File: src/rtl/cascade_timer.sv
// cascade_timer: chain of modulo stage counters (e.g. s/m/h) advanced by a one-cycle tick,
// with up/down run mode and per-stage editing. Optional auto-repeat: CASCADE_TIMER_AUTOREPEAT_EN.
module cascade_timer #(
  parameter int WIDTH    = 8,
  parameter int STAGES   = 3,
  parameter int RANGE_LO = 60,
  parameter int RANGE_HI = 24,
  parameter int SELW     = 2,
  parameter int REPEAT   = 8
) (
  input  logic                      clk,
  input  logic                      reset_n,
  input  logic                      power,
  input  logic                      enable,
  input  logic                      tick,
  input  logic                      mode_down,
  input  logic                      clear,
  input  logic [SELW-1:0]           sel,
  input  logic                      add_time,
  input  logic                      sub_time,
  output logic [STAGES*WIDTH-1:0]   count,
  output logic [STAGES-1:0]         carry,
  output logic                      sig_end,
  output logic                      running
);

  localparam logic [STAGES*WIDTH-1:0] CHAIN_ONE = {{(STAGES*WIDTH-1){1'b0}}, 1'b1};
  localparam logic [WIDTH-1:0]        ONE_W     = WIDTH'(1);

  logic                    halted;
  logic                    halted_d;
  logic                    add_q;
  logic                    sub_q;
  logic                    mode_q;
  logic [STAGES*WIDTH-1:0] count_d;
  logic [STAGES-1:0]       carry_d;
  logic                    end_d;
  logic                    add_edge;
  logic                    sub_edge;
  logic                    edit_up;
  logic                    edit_dn;
  logic                    rep_up;
  logic                    rep_dn;
  logic                    ripple;
  logic [WIDTH-1:0]        cur;

  function automatic logic [WIDTH-1:0] stage_max(input int i);
    return (i == STAGES-1) ? WIDTH'(RANGE_HI - 1) : WIDTH'(RANGE_LO - 1);
  endfunction

  assign add_edge = add_time & ~add_q;
  assign sub_edge = sub_time & ~sub_q;

`ifdef CASCADE_TIMER_AUTOREPEAT_EN
  localparam int HW = $clog2(REPEAT + 1);

  logic [HW-1:0] hold_q;
  logic [HW-1:0] hold_d;
  logic          held_add;
  logic          held_sub;
  logic          holding;

  // A button counts as held only when it was already high last sample and is pressed alone.
  assign held_add = add_time & add_q & ~sub_time;
  assign held_sub = sub_time & sub_q & ~add_time;
  assign holding  = power & ~clear & ~enable & (held_add | held_sub);

  always_comb begin
    hold_d = '0;
    rep_up = 1'b0;
    rep_dn = 1'b0;
    if (holding) begin
      hold_d = hold_q;
      if (tick) begin
        if (hold_q == HW'(REPEAT)) begin
          rep_up = held_add;
          rep_dn = held_sub;
        end else begin
          hold_d = hold_q + HW'(1);
        end
      end
    end
  end

  always_ff @(posedge clk or negedge reset_n) begin
    if (!reset_n) begin
      hold_q <= '0;
    end else begin
      hold_q <= hold_d;
    end
  end
`else
  logic unused_repeat;
  assign unused_repeat = ^REPEAT;
  assign rep_up        = 1'b0;
  assign rep_dn        = 1'b0;
`endif

  assign edit_up = (add_edge & ~sub_edge) | rep_up;
  assign edit_dn = (sub_edge & ~add_edge) | rep_dn;

  always_comb begin
    count_d  = count;
    carry_d  = '0;
    end_d    = 1'b0;
    halted_d = halted;
    ripple   = 1'b1;
    cur      = '0;

    // Tick gating below uses the registered flag, so a direction change only takes effect next tick.
    if (mode_down != mode_q) begin
      halted_d = 1'b0;
    end

    if (!power || clear) begin
      count_d  = '0;
      halted_d = 1'b0;
    end else if (enable) begin
      if (tick && !halted) begin
        if (!mode_down) begin
          for (int i = 0; i < STAGES; i++) begin
            cur = count[i*WIDTH +: WIDTH];
            if (ripple) begin
              if (cur == stage_max(i)) begin
                count_d[i*WIDTH +: WIDTH] = '0;
                carry_d[i]                = 1'b1;
              end else begin
                count_d[i*WIDTH +: WIDTH] = cur + ONE_W;
                ripple                    = 1'b0;
              end
            end
          end
          end_d = ripple;
        end else if (count == '0) begin
          halted_d = 1'b1;
        end else begin
          for (int i = 0; i < STAGES; i++) begin
            cur = count[i*WIDTH +: WIDTH];
            if (ripple) begin
              if (cur == '0) begin
                count_d[i*WIDTH +: WIDTH] = stage_max(i);
                carry_d[i]                = 1'b1;
              end else begin
                count_d[i*WIDTH +: WIDTH] = cur - ONE_W;
                ripple                    = 1'b0;
              end
            end
          end
          if (count == CHAIN_ONE) begin
            end_d    = 1'b1;
            halted_d = 1'b1;
          end
        end
      end
    end else begin
      // Out-of-range sel matches no stage, so the edit falls away.
      for (int i = 0; i < STAGES; i++) begin
        if (sel == SELW'(i)) begin
          cur = count[i*WIDTH +: WIDTH];
          if (edit_up) begin
            count_d[i*WIDTH +: WIDTH] = (cur == stage_max(i)) ? '0 : cur + ONE_W;
            halted_d                  = 1'b0;
          end else if (edit_dn) begin
            count_d[i*WIDTH +: WIDTH] = (cur == '0) ? stage_max(i) : cur - ONE_W;
            halted_d                  = 1'b0;
          end
        end
      end
    end
  end

  always_ff @(posedge clk or negedge reset_n) begin
    if (!reset_n) begin
      count   <= '0;
      carry   <= '0;
      sig_end <= 1'b0;
      halted  <= 1'b0;
      add_q   <= 1'b0;
      sub_q   <= 1'b0;
      mode_q  <= 1'b0;
    end else begin
      count   <= count_d;
      carry   <= carry_d;
      sig_end <= end_d;
      halted  <= halted_d;
      add_q   <= add_time;
      sub_q   <= sub_time;
      mode_q  <= mode_down;
    end
  end

  assign running = power & enable & ~halted;

endmodule

File: config.mk
export PLATFORM = sky130hd
export DESIGN_NAME = cascade_timer
export DESIGN_NICKNAME = d
export VERILOG_FILES = /design/src/rtl/cascade_timer.sv
export SDC_FILE = /design/constraint.sdc
export NUM_CORES = 1
export LEC_CHECK = 0
export CAP_MARGIN = 20
export CORE_MARGIN = 2
export CORE_UTILIZATION = 40
export CTS_CLUSTER_DIAMETER = 30
export DETAILED_ROUTE_END_ITERATION = 8
export DONT_BUFFER_PORTS = 1
export MAX_ROUTING_LAYER = met4
export PLACE_DENSITY_LB_ADDON = 0.2
export SETUP_SLACK_MARGIN = 0.05
export SYNTH_ARGS = -nofsm -noshare
export SYNTH_HDL_FRONTEND = slang
export SYNTH_SLANG_ARGS = --single-unit
File: constraint.sdc
create_clock -name clk -period 5.8 [get_ports clk]
set_input_delay 0.58 -clock clk [delete_from_list [all_inputs] [get_ports clk]]
set_output_delay 0.58 -clock clk [all_outputs]
set_load 0.005 [all_outputs]
=== Word level (Yosys, flattened, before mapping) ===
Index checks and enable logic that the tools add are counted.

* Muxes and demuxes: 79
* Add/subtract/negate cells: 6
* Equal/unequal tests: 13
* Magnitude comparators: 0
* Shift operators: 0
* Reductions and logical operators: 16
* Multiply operators: 0
* Bitwise operators: 11
* Div/mod/pow operators: 0

{| class="wikitable"
|+ Operator list
! kind !! count
|-
| $mux 8 || 19
|-
| $mux 24 || 5
|-
| $mux 1 || 50
|-
| $add 8x1->8 const B || 3
|-
| $eq 24x1->1 const B || 1
|-
| $logic_not 24->1 || 1
|-
| $logic_not 8->1 || 3
|-
| $sub 8x1->8 const B || 3
|-
| $eq 8x6->1 const B || 2
|-
| $mux 3 || 5
|-
| $reduce_and 6->1 || 2
|-
| $reduce_bool 3->1 || 3
|-
| $eq 8x5->1 const B || 1
|-
| $ne 4x1->1 const B || 2
|-
| $ne 4x2->1 const B || 2
|-
| $and 1x1->1 || 6
|-
| $not 1->1 || 5
|-
| $ne 4x4->1 const B || 1
|-
| $reduce_and 4->1 || 1
|-
| $reduce_bool 4->1 || 1
|-
| $ne 3x1->1 const B || 1
|-
| $eq 2x1->1 const B || 1
|-
| $eq 2x2->1 const B || 1
|-
| $logic_not 1->1 || 2
|-
| other kinds (4) || 4
|}

* Latch bits: 0
* Logic and storage cells: 134
* Flip-flop bits (word level): 32
* Bits in writable memories: 0
* Bits in read-only memories: 0
* Output and inout bits: 29
* Memories: 0

=== Longest topological paths before layout ===
Gate-level depths: netlist of run 1.

* Word-level depth: 19
* Mapped depth: 10
* Gate-level depth less buffers: 8

=== Worst setup path after synthesis of run 1 ===
OpenSTA, ideal clock, no wires.

* Path type: flip-flop to flip-flop
* Start: register count[0]
* End: register count[19]
* Arrival time: 2.225 ns
* Period minus slack after synthesis: 2.357 ns
* Library setup time: 0.132 ns
* Setup slack: 3.443 ns
* Stages on the path, launching flop included: 9
* Buffers on the path: 1
* Cells stage by stage: dfrtp_1 ha_1 nand4_1 or4_4 or3_4 a31o_1 clkbuf_1 a31oi_1 o32ai_2

* Word-level cells in the longest chain between the ends: 15

{| class="wikitable"
|+ Ends and longest elaborated chain
! element !! line !! RTL
|-
| start: declaration || 21 || <nowiki>output logic [STAGES*WIDTH-1:0] count,</nowiki>
|-
| start signal: assignment || 182 || <nowiki>count <= count_d;</nowiki>
|-
| $logic_not 8->1 || 140 || <nowiki>if (cur == '0) begin</nowiki>
|-
| $mux 1 || 140 ||
|-
| $mux 1 || 134 || <nowiki>end else if (count == '0) begin</nowiki>
|-
| $mux 1 || 120 || <nowiki>if (!mode_down) begin</nowiki>
|-
| $mux 1 || 119 || <nowiki>if (tick && !halted) begin</nowiki>
|-
| $mux 1 || 118 || <nowiki>end else if (enable) begin</nowiki>
|-
| $mux 1 || 115 || <nowiki>if (!power || clear) begin</nowiki>
|-
| $mux 1 || 139 || <nowiki>if (ripple) begin</nowiki>
|-
| $mux 1 || 134 ||
|-
| $mux 1 || 120 ||
|-
| $mux 1 || 119 ||
|-
| $mux 1 || 118 ||
|-
| $mux 1 || 115 ||
|-
| $ne 4x2->1 (no source line) || n/a ||
|-
| $reduce_and 6->1 (no source line) (*) || n/a ||
|}

Every way passes the cells marked *; elsewhere a longest branch is shown, timed or not. The select of a mux whose other input is x is not followed.
A chain may end at the register's enable or synchronous reset.

=== Final worst setup path of run 1 ===
* Start: register count[8]
* End: register count[23]

* Word-level cells in the longest chain between the ends: 10

{| class="wikitable"
|+ Ends and longest elaborated chain
! element !! line
|-
| $logic_not 8->1 || 140
|-
| $mux 1 || 140
|-
| $mux 1 || 139
|-
| $mux 1 || 134
|-
| $mux 1 || 120
|-
| $mux 1 || 119
|-
| $mux 1 || 118
|-
| $mux 1 || 115
|-
| $ne 4x2->1 (no source line) || n/a
|-
| $reduce_and 6->1 (no source line) (*) || n/a
|}

Marked as above.

==> results of run 1 <==
-- path summary, 6_finish.rpt --
| check | from | endpoint | slack [ps] | depth (start not counted) |
|---|---|---|---|---|
| setup / recovery | count[8]$_DFFE_PN0P_ | count[23]$_DFFE_PN0P_ | 3010 | 8 |
| hold / removal | reset_n | carry[0]$_DFF_PN0_ | 120 | 1 |
| setup reg to reg | count[8]$_DFFE_PN0P_ | count[23]$_DFFE_PN0P_ | 3010 | 8 |
| hold reg to reg | count[23]$_DFFE_PN0P_ | count[23]$_DFFE_PN0P_ | 600 | 1 |
| max in group asynchronous | reset_n | count[23]$_DFFE_PN0P_ | 5500 | 1 |
| min in group clk | sub_time | sub_q$_DFF_PN0_ | 320 | 0 |
-- layer usage --
metal | global-route usage (%) | wire length [µm] | up-vias | share of wire [%]
met1 | 28.4 | 3180 | 1166 | 46
met2 | 31.2 | 3240 | 81 | 46
met5 | - | 0 | - | 0
met3 | 5.07 | 464 | 10 | 6.6
li1 | - | - | 1187 | -
met4 | 6.56 | 99 | 0 | 1.4
-- critical path: cells and delay by family, from the launching register on --
family / cells / cell delay, ps
adders and majority gates: 1 / 210
buffers and inverters: 1 / 140
DFF: 1 / 440
and+or+nand+nor: 4 / 1260
AOI/OAI and AO/OA: 2 / 630
-- state kept, by name (all words and copies together), names as in the netlist --
| register | flops |
|---|---|
| add_q | 1 |
| sig_end | 1 |
| carry | 3 |
| halted | 1 |
| mode_q | 1 |
| count | 24 |
| sub_q | 1 |
-- layout make-up --
cell class / instances / share of cell area [%]
Multi-Input combinational cell: 256 / 59.3
Sequential cell: 32 / 30.1
Clock buffer: 7 / 3.62
Tap cell: 75 / 3.53
Inverter: 15 / 2.12
Timing Repair Buffer: 3 / 1.32
-- metrics by stage --
stage | hold slack (ps) | std cells | utilization [%]
finish | 123 | 388 | 44.4
floorplan | 284 | 324 | -
detailed placement | 285 | 380 | 42.5
CTS | 123 | 388 | 44.4
global placement | 285 | 380 | 42.5
global route | 124 | 388 | 44.4
-- cells in the final DEF (no fill, tap or decap), drive strengths merged, types with 4 or more instances in the layout --
cell / instances
a211oi: 4
a21oi: 18
a31oi: 8
a41oi: 4
and2: 4
and3: 6
clkbuf: 7
dfrtp: 32
ha: 9
inv: 15
nand2: 30
nand2b: 4
nand3: 14
nand4: 11
nor2: 24
nor2b: 4
nor3: 15
nor4: 6
o21ai: 29
o31ai: 9
or2: 5
or3: 5
or4: 4
xnor2: 7
-- where the power goes --
part           total [W]  switching, W  internal [W]
logic           0.000257      0.000159     0.0000987
clock network   0.000190     0.0000844      0.000106
registers       0.000294     0.0000507      0.000243
total           0.000741      0.000294      0.000448
-- cell families (layout without fill, tap and decap cells) --
group	count (synthesis)	count (layout)	synth area share [%]
buffers and inverters	36	25	5.67
XOR/XNOR	7	7	2.44
adder cells (fa/ha/maj)	9	9	4.47
multiplexers	2	2	0.895
flip-flops	32	32	31.8
AO/OA/AOI/OAI	98	98	25.5
AND/OR/NAND/NOR	140	140	29.2
-- timing repair --
action                                  in CTS  in global routing
endpoints found under the hold margin       32                  0
gates resized for setup                      0                  0
endpoints found under the setup margin       0                  0
hold buffers                                 1                  0
==> key figures, run 1 <==
Timing
  – Final setup viols: 0
  – Fin crit share: 48.0%
  – Worst Slack Setup Final: about 3000 ps
  – Slew headroom: 35.6%
  – TNS Setup: 0 ps
  – Min cycle time layout: 2790 ps
  – F_max: 359 MHz
  – Tightest Pin Transition: between 900 and 1000 ps
  – Setup Skew: 5.31 ps
  – Hold Vio Cnt, Final: 0
  – RSZ-0062 raised after global routing: false
  – Slew Limit Fails: 0

Flow run
  – Maxcap violations: 0

Critical path
  – Worst endpoint required time: 5980 ps
  – Slowest library cell on the worst path: dfrtp_1
  – Crit-path max FO: 12
  – CP max stage delay: about 440 ps
  – Worst Setup Path Type: reg2reg
  – Critical Path, Cell by Cell: inv_1 -> ha_1 -> nor2b_1 -> and3_1 -> nand4_1 -> a31o_1 -> or2_4 -> o31ai_1
  – Worst Setup End Kind: flip-flop
  – Worst path arrival time: 2970 ps
  – CP Launch Type: flip-flop

Power
  – Design Power: 0.000741 W
  – Max IR drop VDD: 114 µV
  – Power per cell area: 279 nW/µm²
  – LEAKAGE: 1.07 nW

Clocking
  – CTS tree: built
  – Root Driver: clkbuf_8
  – Setup repair bufs after CTS: 0
  – Worst-path clk slew: 70 ps
  – CTS Buf Count: 5
  – Clock tree buffer depth: 2
  – H-tree levels: 2
  – Worst-Skew Late Latency: 280 ps
  – Sink Count: 32

Layout
  – Fillers: 612
  – Layout cells sized above 1: under 10%
  – Synthesis-to-layout area growth: 5.72%
  – Ant. Diodes: 0
  – Nets@finish: 333
  – Multi-input gate area: around 1600 µm²
  – Register area: 801 µm²
  – Final instance area: 2660 µm²

Route
  – Initial DRC count: roughly 130
  – # DRC: 0
  – TritonRoute pass-1 iters: 4
  – Vias after detailed routing: 2444
  – ANT nets after route: 0
  – Routed length per instance: around 18 µm
  – Vias per cell: roughly 6.3
  – Total wire length: between 6000 and 7000 µm

Global routing
  – Initial antenna violation count: 0
  – First-pass GRT wire length: around 12000 µm
  – Vias in the first global route: 2306
  – Gr ovfl total: 0
  – Total GRT Usage: 21.1%
  – Largest net degree at the start of global routing: 38

Die
  – Core Region: 5990 µm²
  – DIE AREA: 6940 µm²
  – Initial Utilization: between 40% and 50%
  – Rows: 28
  – Die Y-Extent: 83.3 µm
  – Die extent in x: 83.3 µm
  – I/O pins: 40

Synth
  – Leading area contributor after synthesis: dfrtp_1
  – Synth area leaders: dfrtp_1 (32%), o21ai_0 (5.8%), ha_1 (4.5%), nand2_1 (4.5%), a21oi_1 (3.6%)
  – Asr flop ratio synth: 100%
  – Post-synthesis sequential area ratio: 31.8%
  – #FFs+latches synth: 32
  – Post-synth EDFFs: 0
  – Syn Inst Count: 324
  – Distinct cells, synth: 55
  – Post-synth top flop: dfrtp_1
  – Most frequent cell after synthesis: dfrtp_1
  – Post-synth top cells: dfrtp_1 (32), nand2_1 (30), o21ai_0 (29)
  – Top-area cell type share of the netlist area: 31.8%
  – Mapped Avg Cell Area: ~7.8 µm²
  – Syn. warnings: 0
  – Syn nets: 344
  – Syn Std Cell Area: 2520 µm²

Place
  – Port Buffer Count: 0
  – Dpl cell area: 2540 µm²
  – Place WS: 3050 ps
  – Final GP Congestion: 0.876
  – DP HPWL: approximately 4900 µm

Status
  – Status: finished, final reports clean

Hold path
  – Worst Hold Class: in2async
No activity file was read; power rests on OpenSTA's default activity.
==> run 2, diff against run 1 <==
==> constraint.sdc (replaced) <==
create_clock -name clk -period 2.6 [get_ports clk]
set_input_delay 0.26 -clock clk [delete_from_list [all_inputs] [get_ports clk]]
set_output_delay 0.26 -clock clk [all_outputs]
set_load 0.005 [all_outputs]
==> run 2 against run 1 <==
Against the previous run:
- clock power rose by 120%
- wire length increased by 5.2%
- clock skew about the same
- core utilization up 4.5 points
- combinational power grew to 3.0 times the previous value
- die area unchanged
- fmax rose by 15%
- via count increased by 6.6%
- critical path depth down 1
- hold slack improved by 62 ps
- total power increased by 140%
- setup slack got worse by 2800 ps
- highest routed layer unchanged
==> key figures, run 2 (synthesis gave the netlist of run 1 again) <==
Critical path
  – CP Launch Type: flip-flop (unchanged)
  – Worst Setup End Kind: flip-flop (unchanged)
  – Crit-path max FO: 6 (was 12)
  – Depth of the worst register-to-register path: 7 (was 8)
  – R2r endpoint: count[22]$_DFFE_PN0P_ (was count[23]$_DFFE_PN0P_)
  – Worst Setup Path Type: reg2reg (unchanged)
  – Worst path arrival time: 2610 ps (was 2970 ps)
  – FF-to-FF Start: count[1]$_DFFE_PN0P_ (was count[8]$_DFFE_PN0P_)
  – Worst endpoint required time: 2780 ps (was 5980 ps)
  – Slowest library cell on the worst path: or4_4 (was dfrtp_1)
  – CP max stage delay: 460 ps (was 440 ps)
  – Critical Path, Cell by Cell: ha_1 -> nand4_1 -> or4_4 -> or3_4 -> a31o_1 -> or2_4 -> o31ai_1 (was inv_1 -> ha_1 -> nor2b_1 -> and3_1 -> nand4_1 -> a31o_1 -> or2_4 -> o31ai_1)
  – Reg-to-reg slack, setup: 170 ps (was 3010 ps)

Power
  – Max IR drop VDD: 300 µV (was 114 µV)
  – Power per cell area: 607 nW/µm² (was 279 nW/µm²)
  – LEAKAGE: 1.23 nW (was 1.07 nW)
  – Design Power: 0.00178 W (was 0.000741 W)

Status
  – Status: finished, final reports clean (unchanged)

Global routing
  – Met2 GRT Util: 33.9% (was 31.2%)
  – Met1 Use GR: 27.8% (was 28.4%)
  – Largest net degree at the start of global routing: 33 (was 38)
  – Met3 usage: 4.37% (was 5.07%)
  – Most Crowded Layer GR: met2 (unchanged)
  – Vias in the first global route: 2389 (was 2306)
  – Total GRT Usage: 21.6% (was 21.1%)
  – Gr ovfl total: 0 (unchanged)
  – First-pass GRT wire length: 12000 µm (was 11800 µm)
  – Initial antenna violation count: 0 (unchanged)

Hold path
  – Worst Hold Class: in2reg (was in2async)
  – Min-delay src: sel[1]
  – Worst Hold End: halted$_DFF_PN0_
  – WHS Path Cells: 2

Timing
  – Hold Vio Cnt, Final: 0 (unchanged)
  – Min cycle time layout: 2430 ps (was 2790 ps)
  – Final setup viols: 0 (unchanged)
  – TNS Setup: 0 ps (unchanged)
  – Tightest Pin Transition: 643 ps (was 964 ps)
  – F_max: 411 MHz (was 359 MHz)
  – Slew headroom: 56.9% (was 35.6%)
  – RSZ-0062 raised after global routing: false (unchanged)
  – Slew Limit Fails: 0 (unchanged)
  – Setup Skew: 5.52 ps (was 5.31 ps)
  – Fin crit share: 93.6% (was 48.0%)

Layout
  – Fillers: 600 (was 612)
  – Most frequent cells in the layout: dfrtp_1 (31), nand2_1 (30), buf_4 (30) (was dfrtp_1 (32), nand2_1 (30), o21ai_0 (29))
  – Commonest non-fill, non-tap cell in the layout: dfrtp_1 (unchanged)
  – Number of flip-flops in the largest register: 24 (unchanged)
  – Most flops, register: count (unchanged)
  – Layout cells sized above 1: 15.4% (was 6.71%)
  – Ant. Diodes: 0 (unchanged)
  – Nets@finish: 365 (was 333)
  – Top Registers: count (24), carry (3) (unchanged)
  – Synthesis-to-layout area growth: 16.4% (was 5.72%)

Clocking
  – H-tree levels: 2 (unchanged)
  – Sink Count: 32 (unchanged)
  – CTS Buf Count: 5 (unchanged)
  – Root Driver: clkbuf_8 (unchanged)
  – Worst-path clk slew: 70 ps (about the same)
  – CTS tree: built (unchanged)
  – Worst-Skew Late Latency: 280 ps (about the same)
  – Clock tree buffer depth: 2 (unchanged)

Route
  – # DRC: 0 (unchanged)
  – Initial DRC count: 176 (was 128)
  – Routed length per instance: 17.5 µm (was 18.0 µm)
  – TritonRoute pass-1 iters: 5 (was 4)
  – Total wire length: 7340 µm (was 6980 µm)
  – Vias after detailed routing: 2606 (was 2444)
  – Vias per cell: 6.20 (was 6.30)
  – ANT nets after route: 0 (unchanged)

Place
  – Final GP Congestion: 0.912 (was 0.876)
  – Port Buffer Count: 0 (unchanged)
  – DP HPWL: 5310 µm (was 4890 µm)

Die
  – Initial Utilization: 42.0% (unchanged)
  – Rows: 28 (unchanged)
  – DIE AREA: 6940 µm² (unchanged)
  – Core Region: 5990 µm² (unchanged)
  – Die Y-Extent: 83.3 µm (unchanged)
  – I/O pins: 40 (unchanged)
  – Die extent in x: 83.3 µm (unchanged)

Flow run
  – Maxcap violations: 0 (unchanged)
## run 2: power breakdown
part           total (W)  switching [W]  internal [W]  leakage, nW
clock network   0.000412       0.000176      0.000236       0.0503
logic           0.000776       0.000456      0.000320        0.754
registers       0.000592      0.0000482      0.000544        0.428
## run 2: worst max path at each step
stage / startpoint / end / slack (ps) / depth (start not counted)
6_report: count[1]$_DFFE_PN0P_ / count[22]$_DFFE_PN0P_ / 170 / 7
4_1_cts: count[1]$_DFFE_PN0P_ / count[22]$_DFFE_PN0P_ / 120 / 7
5_1_grt: count[1]$_DFFE_PN0P_ / count[6]$_DFFE_PN0P_ / 50 / 9
3_5_place_dp: count[1]$_DFFE_PN0P_ / count[22]$_DFFE_PN0P_ / 140 / 7
2_1_floorplan: count[0]$_DFFE_PN0P_ / count[19]$_DFFE_PN0P_ / 240 / 8
3_3_place_gp: count[1]$_DFFE_PN0P_ / count[19]$_DFFE_PN0P_ / 200 / 7
## run 2: metrics by stage
stage / utilization (%) / instances / hold WS [ps] / instance area (µm²) / worst slack [ps]
floorplan: - / 324 / -35.6 / 2520 / 243
global placement: 46.0 / 408 / -34.7 / 2760 / 198
detailed placement: 46.0 / 408 / -34.6 / 2760 / 138
CTS: 48.3 / 418 / 0.969 / 2890 / 115
global route: 48.9 / 420 / 206 / 2930 / 51.1
finish: 48.9 / 420 / 185 / 2930 / 167
## run 2: final cells by class
cell class,instances,area [µm²],share of cell area [%]
clock buffer,7,96.3,3.29
inverter,15,56.3,1.92
multi-input combinational,256,1600,54.5
sequential,32,802,27.4
tap,75,93.8,3.20
timing repair buffer,35,285,9.74
## run 2: critical path: cells and delay by family (launching register included)
family | cells | cell delay (ps)
simple gates | 4 | 1260
compound gates | 2 | 460
flops | 1 | 420
fa+ha+maj | 1 | 200
## run 2: timing repair
item                                    in CTS  in global routing
buffers inserted                             0                  0
endpoints found under the hold margin       33                  2
hold buffers                                 3                  2
endpoints found under the setup margin       0                 17
gates resized for setup                      0                  4
## run 2: layer usage
metal / share of wire [%] / routed length [µm] / vias to the layer above
li1: - / - / 1247
met1: 44 / 3230 / 1237
met2: 47 / 3450 / 111
met3: 7.2 / 529 / 11
met4: 1.8 / 129 / 0
met5: 0 / 0 / -
==> run 3, diff against run 2 <==
--- a/config.mk
+++ b/config.mk
@@ -11,8 +11,9 @@
 export CTS_CLUSTER_DIAMETER = 30
 export DETAILED_ROUTE_END_ITERATION = 8
 export DONT_BUFFER_PORTS = 1
+export GPL_TIMING_DRIVEN = 1
 export MAX_ROUTING_LAYER = met4
-export PLACE_DENSITY_LB_ADDON = 0.2
+export PLACE_DENSITY_LB_ADDON = 0.3
 export SETUP_SLACK_MARGIN = 0.05
 export SYNTH_ARGS = -nofsm -noshare
 export SYNTH_HDL_FRONTEND = slang
==> constraint.sdc (replaced) <==
create_clock -name clk -period 2.1 [get_ports clk]
set_input_delay 0.21 -clock clk [delete_from_list [all_inputs] [get_ports clk]]
set_output_delay 0.21 -clock clk [all_outputs]
set_load 0.005 [all_outputs]
==> run 3 against run 2 <==
Against the previous run:
- the flow now finishes with violations (setup timing)
- critical path depth grew 2
- sequential share of layout area is 3.5 points lower
- register-to-register slack got worse by 280 ps
- flip-flop and latch count unchanged
==> key figures, run 3 (synthesis gave the netlist of run 1 again) <==
Layout
  – Fillers: 557 (was 600)
  – Synthesis-to-layout area growth: 33.3% (was 16.4%)
  – Multi-input gate area: 1730 µm² (was 1600 µm²)
  – Register area: 802 µm² (unchanged)
  – Most flops, register: count (unchanged)
  – Number of flip-flops in the largest register: 24 (unchanged)
  – Commonest non-fill, non-tap cell in the layout: buf_4 (was dfrtp_1)
  – Ant. Diodes: 0 (unchanged)
  – Nets@finish: 405 (was 365)
  – Most frequent cells in the layout: buf_4 (68), dfrtp_1 (31), nand2_1 (28) (was dfrtp_1 (31), nand2_1 (30), buf_4 (30))
  – Post-layout util: 56.0% (was 48.9%)
  – Top Registers: count (24), carry (3) (unchanged)
  – Layout cells sized above 1: 29.4% (was 15.4%)

Power
  – LEAKAGE: 1.47 nW (was 1.23 nW)
  – Power per cell area: 705 nW/µm² (was 607 nW/µm²)
  – Max IR drop VDD: 300 µV (about the same)

Timing
  – Slew Limit Fails: 0 (unchanged)
  – Final setup viols: 15 (was 0)
  – Fin crit share: 105% (was 93.6%)
  – TNS Setup: -662 ps (was 0 ps)
  – F_max: 451 MHz (was 411 MHz)
  – Hold Vio Cnt, Final: 0 (unchanged)
  – Min cycle time layout: 2220 ps (was 2430 ps)
  – Slew headroom: 67.8% (was 56.9%)
  – Worst Slack Setup Final: -115 ps (was 167 ps)
  – RSZ-0062 raised after global routing: true (was false)
  – Setup Skew: 6.95 ps (was 5.52 ps)
  – Tightest Pin Transition: 479 ps (was 643 ps)

Place
  – Port Buffer Count: 0 (unchanged)
  – Final GP Congestion: 0.899 (was 0.912)
  – DP HPWL: 5810 µm (was 5310 µm)

Route
  – Initial DRC count: 128 (was 176)
  – Vias after detailed routing: 2772 (was 2606)
  – Routed length per instance: 17.2 µm (was 17.5 µm)
  – ANT nets after route: 0 (unchanged)
  – # DRC: 0 (unchanged)
  – TritonRoute pass-1 iters: 4 (was 5)
  – Vias per cell: 6.03 (was 6.20)
  – Total wire length: 7900 µm (was 7340 µm)

Critical path
  – Worst path arrival time: 2410 ps (was 2610 ps)
  – Worst Setup Path Type: reg2reg (unchanged)
  – Crit-path max FO: 5 (was 6)
  – CP Launch Type: flip-flop (unchanged)
  – Worst Setup End Kind: flip-flop (unchanged)
  – Reg-to-reg slack, setup: -120 ps (was 170 ps)
  – Worst endpoint required time: 2290 ps (was 2780 ps)

Global routing
  – First-pass GRT wire length: 12900 µm (was 12000 µm)
  – Gr ovfl total: 0 (unchanged)
  – Vias in the first global route: 2630 (was 2389)
  – Initial antenna violation count: 0 (unchanged)
  – Total GRT Usage: 23.2% (was 21.6%)
  – Largest net degree at the start of global routing: 33 (unchanged)

Die
  – DIE AREA: 6940 µm² (unchanged)
  – Initial Utilization: 42.0% (unchanged)
  – I/O pins: 40 (unchanged)
  – Die Y-Extent: 83.3 µm (unchanged)
  – Core Region: 5990 µm² (unchanged)
  – Die extent in x: 83.3 µm (unchanged)
  – Rows: 28 (unchanged)

Hold path
  – Worst Hold Class: in2reg (unchanged)

Clocking
  – CTS tree: built (unchanged)
  – Worst-path clk slew: 70 ps (about the same)
  – Root Driver: clkbuf_8 (unchanged)
  – Clock tree buffer depth: 2 (unchanged)
  – Sink Count: 32 (unchanged)
  – CTS Buf Count: 5 (unchanged)
  – H-tree levels: 2 (unchanged)
  – Worst-Skew Late Latency: 290 ps (was 280 ps)

Flow run
  – Maxcap violations: 0 (unchanged)

Status
  – Failing checks: setup timing
  – Status: complete, but fails checks (was finished, final reports clean)
-- run 3: layout make-up --
class / count / area share (%)
multi-input combinational: 256 / 51.6
sequential: 32 / 23.9
timing repair buffer: 75 / 17.7
tap: 75 / 2.80
clock buffer: 6 / 2.16
inverter: 15 / 1.68
clock inverter: 1 / 0.149
-- run 3: repair_timing --
action | in CTS | in global routing
hold buffers | 5 | 0
gates resized for setup | 15 | 28
cloned | 0 | 0
endpoints found under the setup margin | 27 | 27
hold endpoints to repair | 35 | 0
pin swaps | 8 | 8
buffers inserted | 2 | 0
-- run 3: final timing paths --
check / startpoint / to / cells past startpoint
setup / recovery: count[1]$_DFFE_PN0P_ / count[23]$_DFFE_PN0P_ / 9
hold / removal: sel[1] / halted$_DFF_PN0_ / 2
setup reg to reg: count[1]$_DFFE_PN0P_ / count[23]$_DFFE_PN0P_ / 9
hold reg to reg: count[9]$_DFFE_PN0P_ / count[9]$_DFFE_PN0P_ / 3
max in group asynchronous: reset_n / count[0]$_DFFE_PN0P_ / 2
min in group asynchronous: reset_n / halted$_DFF_PN0_ / 2
-- run 3: power breakdown --
| part | switching (W) | internal (W) |
|---|---|---|
| logic | 0.000656 | 0.000535 |
| clock network | 0.000233 | 0.000225 |
| registers | 0.0000446 | 0.000674 |
| total | 0.000933 | 0.00143 |
-- run 3: worst max-delay path, stage by stage, from the launching register on --
cell and delay (ps):
dfrtp_1 410, buf_4 160, inv_1 70, ha_2 180
nor4b_4 250, and2_4 200, nand4_1 120, a31o_1 250
or2_4 270, o31ai_2 210
-- run 3: metrics by stage --
step,cells,total power [W],area (µm²),hold WS [ps],setup slack [ps]
finish,460,0.00237,3360,129,-115
global route,460,0.00252,3360,170,-230
CTS,460,0.00229,3270,118,-204
detailed placement,446,0.00178,3050,-84.6,-238
global placement,446,0.00177,3050,-84.7,-155
floorplan,324,0.00136,2530,-85.6,-222
-- run 3: routing by layer --
layer | wire (µm) | vias to the layer above | track usage [%]
li1 | - | 1334 | -
met1 | 3430 | 1316 | 29.8
met2 | 3770 | 105 | 35.5
met3 | 565 | 17 | 5.96
met4 | 138 | 0 | 8.35
met5 | 0 | - | -
